===== src/rtl/pool_max_ctrl.sv =====
// pool_max_ctrl: sequences the running-max comparator over POOL_SIZE-sample windows.
// Latency: start->first in_ready 2 cycles, last accept->out_valid 1 cycle, last handshake->done 1 cycle.
// Backpressure: in_valid/in_ready upstream; EMIT holds out_valid/out_data (and stalls input) until out_ready.
// Optional macro POOL_ABORT_EN adds an abort input that returns the sequencer to IDLE from any busy state.
module pool_max_ctrl #(
  parameter int cmp_width = 4,
  parameter int POOL_SIZE = 4,
  parameter int CNT_W     = 8
) (
  input  logic                 clk,
  input  logic                 rst,
  input  logic                 start,
  input  logic [CNT_W-1:0]     win_count,
  output logic                 busy,
  output logic                 done,
  input  logic                 in_valid,
  output logic                 in_ready,
  input  logic [cmp_width-1:0] in_data,
  output logic                 cmp_clr,
  output logic [cmp_width-1:0] cmp_data,
  input  logic [cmp_width-1:0] cmp_max,
  output logic                 out_valid,
  input  logic                 out_ready,
  output logic [cmp_width-1:0] out_data
`ifdef POOL_ABORT_EN
  ,
  input  logic                 abort
`endif
);

  // Sample counter must be able to hold POOL_SIZE itself.
  localparam int SMP_W = $clog2(POOL_SIZE + 1);
  localparam logic [SMP_W-1:0] SMP_LAST = SMP_W'(POOL_SIZE - 1);

  typedef enum logic [2:0] {
    S_IDLE  = 3'd0,
    S_CLEAR = 3'd1,
    S_ACCUM = 3'd2,
    S_EMIT  = 3'd3,
    S_FIN   = 3'd4
  } state_t;

  state_t            state;
  state_t            state_nxt;
  logic [CNT_W-1:0]  win_left;
  logic [SMP_W-1:0]  smp_cnt;

  // Counter control strobes produced by the next-state logic.
  logic              win_load;
  logic              win_dec;
  logic              smp_clr;
  logic              smp_inc;
  logic              abort_req;

  // Abort only matters once a sequence is underway; IDLE ignores it.
`ifdef POOL_ABORT_EN
  assign abort_req = abort && (state != S_IDLE);
`else
  assign abort_req = 1'b0;
`endif

  // busy covers the working states only; FIN (the done cycle) is not busy.
  assign busy = !rst && ((state == S_CLEAR) || (state == S_ACCUM) || (state == S_EMIT));

  // State register.
  always_ff @(posedge clk) begin
    if (rst) begin
      state <= S_IDLE;
    end else begin
      state <= state_nxt;
    end
  end

  // Window and sample counters; win_left only decrements while nonzero.
  always_ff @(posedge clk) begin
    if (rst) begin
      win_left <= '0;
      smp_cnt  <= '0;
    end else begin
      if (win_load) begin
        win_left <= win_count;
      end else if (win_dec) begin
        win_left <= win_left - CNT_W'(1);
      end
      if (smp_clr) begin
        smp_cnt <= '0;
      end else if (smp_inc) begin
        smp_cnt <= smp_cnt + SMP_W'(1);
      end
    end
  end

  // Next-state and output decode. Reset and abort clear the comparator and
  // block every handshake; cmp_data stays 0 unless a sample is accepted so the
  // free-running comparator keeps its max.
  always_comb begin
    state_nxt = state;
    win_load  = 1'b0;
    win_dec   = 1'b0;
    smp_clr   = 1'b0;
    smp_inc   = 1'b0;
    done      = 1'b0;
    in_ready  = 1'b0;
    out_valid = 1'b0;
    out_data  = '0;
    cmp_data  = '0;
    cmp_clr   = 1'b0;

    if (rst) begin
      cmp_clr   = 1'b1;
      state_nxt = S_IDLE;
    end else if (abort_req) begin
      cmp_clr   = 1'b1;
      state_nxt = S_IDLE;
    end else begin
      case (state)
        S_IDLE: begin
          if (start) begin
            if (win_count != '0) begin
              win_load  = 1'b1;
              state_nxt = S_CLEAR;
            end else begin
              state_nxt = S_FIN;
            end
          end
        end

        S_CLEAR: begin
          cmp_clr   = 1'b1;
          smp_clr   = 1'b1;
          state_nxt = S_ACCUM;
        end

        S_ACCUM: begin
          in_ready = 1'b1;
          if (in_valid) begin
            cmp_data = in_data;
            smp_inc  = 1'b1;
            if (smp_cnt == SMP_LAST) begin
              state_nxt = S_EMIT;
            end
          end
        end

        S_EMIT: begin
          out_valid = 1'b1;
          out_data  = cmp_max;
          if (out_ready && (win_left != '0)) begin
            win_dec = 1'b1;
            if (win_left == CNT_W'(1)) begin
              state_nxt = S_FIN;
            end else begin
              state_nxt = S_CLEAR;
            end
          end
        end

        S_FIN: begin
          done      = 1'b1;
          state_nxt = S_IDLE;
        end

        default: begin
          state_nxt = S_IDLE;
        end
      endcase
    end
  end

endmodule


===== config.mk =====
export PLATFORM = sky130hd
export DESIGN_NAME = pool_max_ctrl
export DESIGN_NICKNAME = d
export VERILOG_FILES = /design/src/rtl/pool_max_ctrl.sv
export SDC_FILE = /design/constraint.sdc
export NUM_CORES = 1
export LEC_CHECK = 0
export ABC_AREA = 1
export BUFFER_PORTS_ARGS = -buffer_cell sky130_fd_sc_hd__buf_2
export CORE_MARGIN = 2
export CORE_UTILIZATION = 30
export DETAILED_ROUTE_END_ITERATION = 16
export GPL_ROUTABILITY_DRIVEN = 0
export PLACE_DENSITY = 0.63
export SYNTH_ARGS = -nofsm -noshare
export SYNTH_HDL_FRONTEND = slang
export SYNTH_SLANG_ARGS = --single-unit

===== constraint.sdc =====
create_clock -name clk -period 2.75 [get_ports clk]
set_clock_uncertainty 0.15 [all_clocks]
set_input_delay 0.4125 -clock clk [delete_from_list [all_inputs] [get_ports clk]]
set_output_delay 0.4125 -clock clk [all_outputs]
set_load 0.02 [all_outputs]

==> impl_metrics.toml <==
[logic_synthesis]
ys_types = 27
synth_nets = 230
yosys-top-cells-count = "nand2_1 (44), nor2_1 (44), inv_1 (33), nand3_1 (15), dfxtp_1 (14)"
ys_seq_elements = 14
synth_largest_area_cell = "dfxtp_1"
synthArstFlopShare_pct = 0
syn_area_per_cell_sq_um = 5.88
synthFlopType = "dfxtp_1"
synth.top_cells.by_area = "dfxtp_1 (23%), nand2_1 (14%), nor2_1 (14%)"
yosys_warnings = 0
synth_top_area_share_pct = 23.4
ys_seq_area_share_pct = 23.4
synth_cells = 204
netlist_area_sq_um = 1200
synth_edf_count = 0

[clock_tree]
cts.sinks = 14
clk_pin_slew_ps = 50
cts_max_path_buffers = 2
clock_latency_ps = 240
cts_made_buffers = 3
cts_resized = 0
post_cts_buffers = 0
cts.htree.levels = 1
cts_tree = "done"
hold_buffers = 0
cts-root-buf = "clkbuf_8"

[power]
powerDensity_nw_per_um2 = 647
total_power_mw = 0.935
p_leak_nw = 0.821
peakVddDrop_mv = 0.138

[hold_path]
worstHoldStart = "smp_cnt[1]"
hold_path_end = "smp_cnt[1]"
holdPathStages = 2
hp-class = "reg -> reg"

[worst_setup_path]
cp.depth = 6
cpLargestDelayFamily = "simple AND/OR/NAND/NOR gates"
path_buf_inv = 2
rr_startpoint = "state[1]"
crit_path_end_kind = "output port"
reg2reg_depth = 8
start_kind = "flip-flop"
reg2reg_to = "win_left[0]"
worstPathMaxFanout = 9
arrival_ps = 1400
cp.required_ps = 2190
r2r_slack_ps = 1050
cpMaxStageDelayCell = "dfxtp_1"
path_cells = "inv_2 -> nand3_2 -> nor2_4 -> nand2_2 -> nor2_1 -> buf_2"
cpPeakStageDelay_ps = 370
worstSetupPathType = "reg -> out"

[layout]
final_cells = 284
fin_nets = 264
area_growth_pct = 20.6
nFillCells = 420
drive_gt1_share_pct = 23.3
num_antenna_cells = 0

[global_route]
grt_usage_pct = 14.1
antenna_found_initial = 0
globalRouteOverflowTotal = 0
grt_pass1_wl_mm = 4.86
grt_max_degree = 16
grt_pass1_vias = 1158

[detailed_routing]
num_vias = 1256
firstDrtPassIters = 4
wl_mm = 2.84
postRouteAntennaNets = 0
vias_per_cell = 4.42
drt-wirelength-per-cell_um = 9.98
drt_iter0_drc = 70
drc_errors = 0

[place]
io_buffers = 33
hpwlAfterDp_mm = 2.38
numPlacedInstances = 281

[timing]
max_slew_margin_pct = 70.3
tightest_slew_ps = 445
finalSetupViolations = 0
drv_slew = 0
finalSetupTns_ps = 0
min_period_over_period_pct = 71.4
rsz0062_at_grt = "no"
final-hold-violation-count = 0
max_freq_ghz = 0.510
fin_crit_ps = 1960

[floorplanning]
ios = 34
fp.dieArea_sq_um = 4520
design.core.area_sq_um = 3740
rows = 22
die-height_um = 67.2
fp.dieW_um = 67.2
start_util_pct = 32.0

[outcome]
status = "complete, no violations"

[flow_run]
maxCapViolations = 0
## routing by layer
layer  track usage, %  part of all wire (%)
met1             17.9                    49
met2             23.8                    45
met3             2.50                   4.7
met4             5.36                   1.7
met5                0                     0
## cells in the final DEF (no fill, tap or decap), drive strengths merged
cell type / instances
a211oi: 1
a21boi: 1
a21oi: 4
buf: 33
clkbuf: 3
dfxtp: 14
ha: 5
inv: 35
nand2: 49
nand3: 17
nand3b: 1
nand4: 11
nor2: 51
nor3: 3
nor3b: 1
o21ai: 5
or2: 1
xor2: 1
## power by group
group / total, mW / switching, mW / internal, mW
clock network: 0.163 / 0.0661 / 0.0967
registers: 0.265 / 0.0302 / 0.235
logic: 0.507 / 0.339 / 0.169
total: 0.935 / 0.435 / 0.500
## layout make-up
type	instances	area [sq um]	share of cell area (%)
clock buffer	3	41.3	2.86
inverter	35	131	9.09
multi-input combinational	151	767	53.1
sequential	14	280	19.4
tap	48	60.1	4.16
timing repair buffer	33	165	11.4
## worst reg2reg max path, delay by kind of cell, from the launching register on
family / cells / cell delay, ps
flip-flops: 1 / 340
AND/OR/NAND/NOR: 7 / 980
buffers and inverters: 1 / 110
## logic make-up after synthesis
family,count (synthesis),synth area share (%)
xor+xnor,1,0.731
simple gates,134,52.7
fa+ha+maj,5,5.22
compound gates,11,5.32
flops,14,23.4
buf+inv,39,12.6
## worst max-delay path by stage
stage,startpoint,to,slack [ps]
floorplan,rst,cmp_data[0],980
global placement,rst,out_valid,970
detailed placement,rst,out_data[1],950
CTS,state[2],cmp_data[2],780
global route,state[2],cmp_data[1],660
finish,state[2],cmp_data[1],790
## stage by stage
step	utilization [%]	instance area (sq um)	hold slack, ps	worst slack, ps
4_1_cts	38.6	1450	320	780
6_report	38.6	1450	316	788
3_3_place_gp	37.5	1400	307	967
2_1_floorplan	-	1200	295	983
5_1_grt	38.6	1450	345	658
3_5_place_dp	37.5	1400	311	953
## sequential cells by signal (all words and copies together), names as in the netlist
register and cells:
smp_cnt 3, state 3, win_left 8
Power figures use the tool's default switching activity.
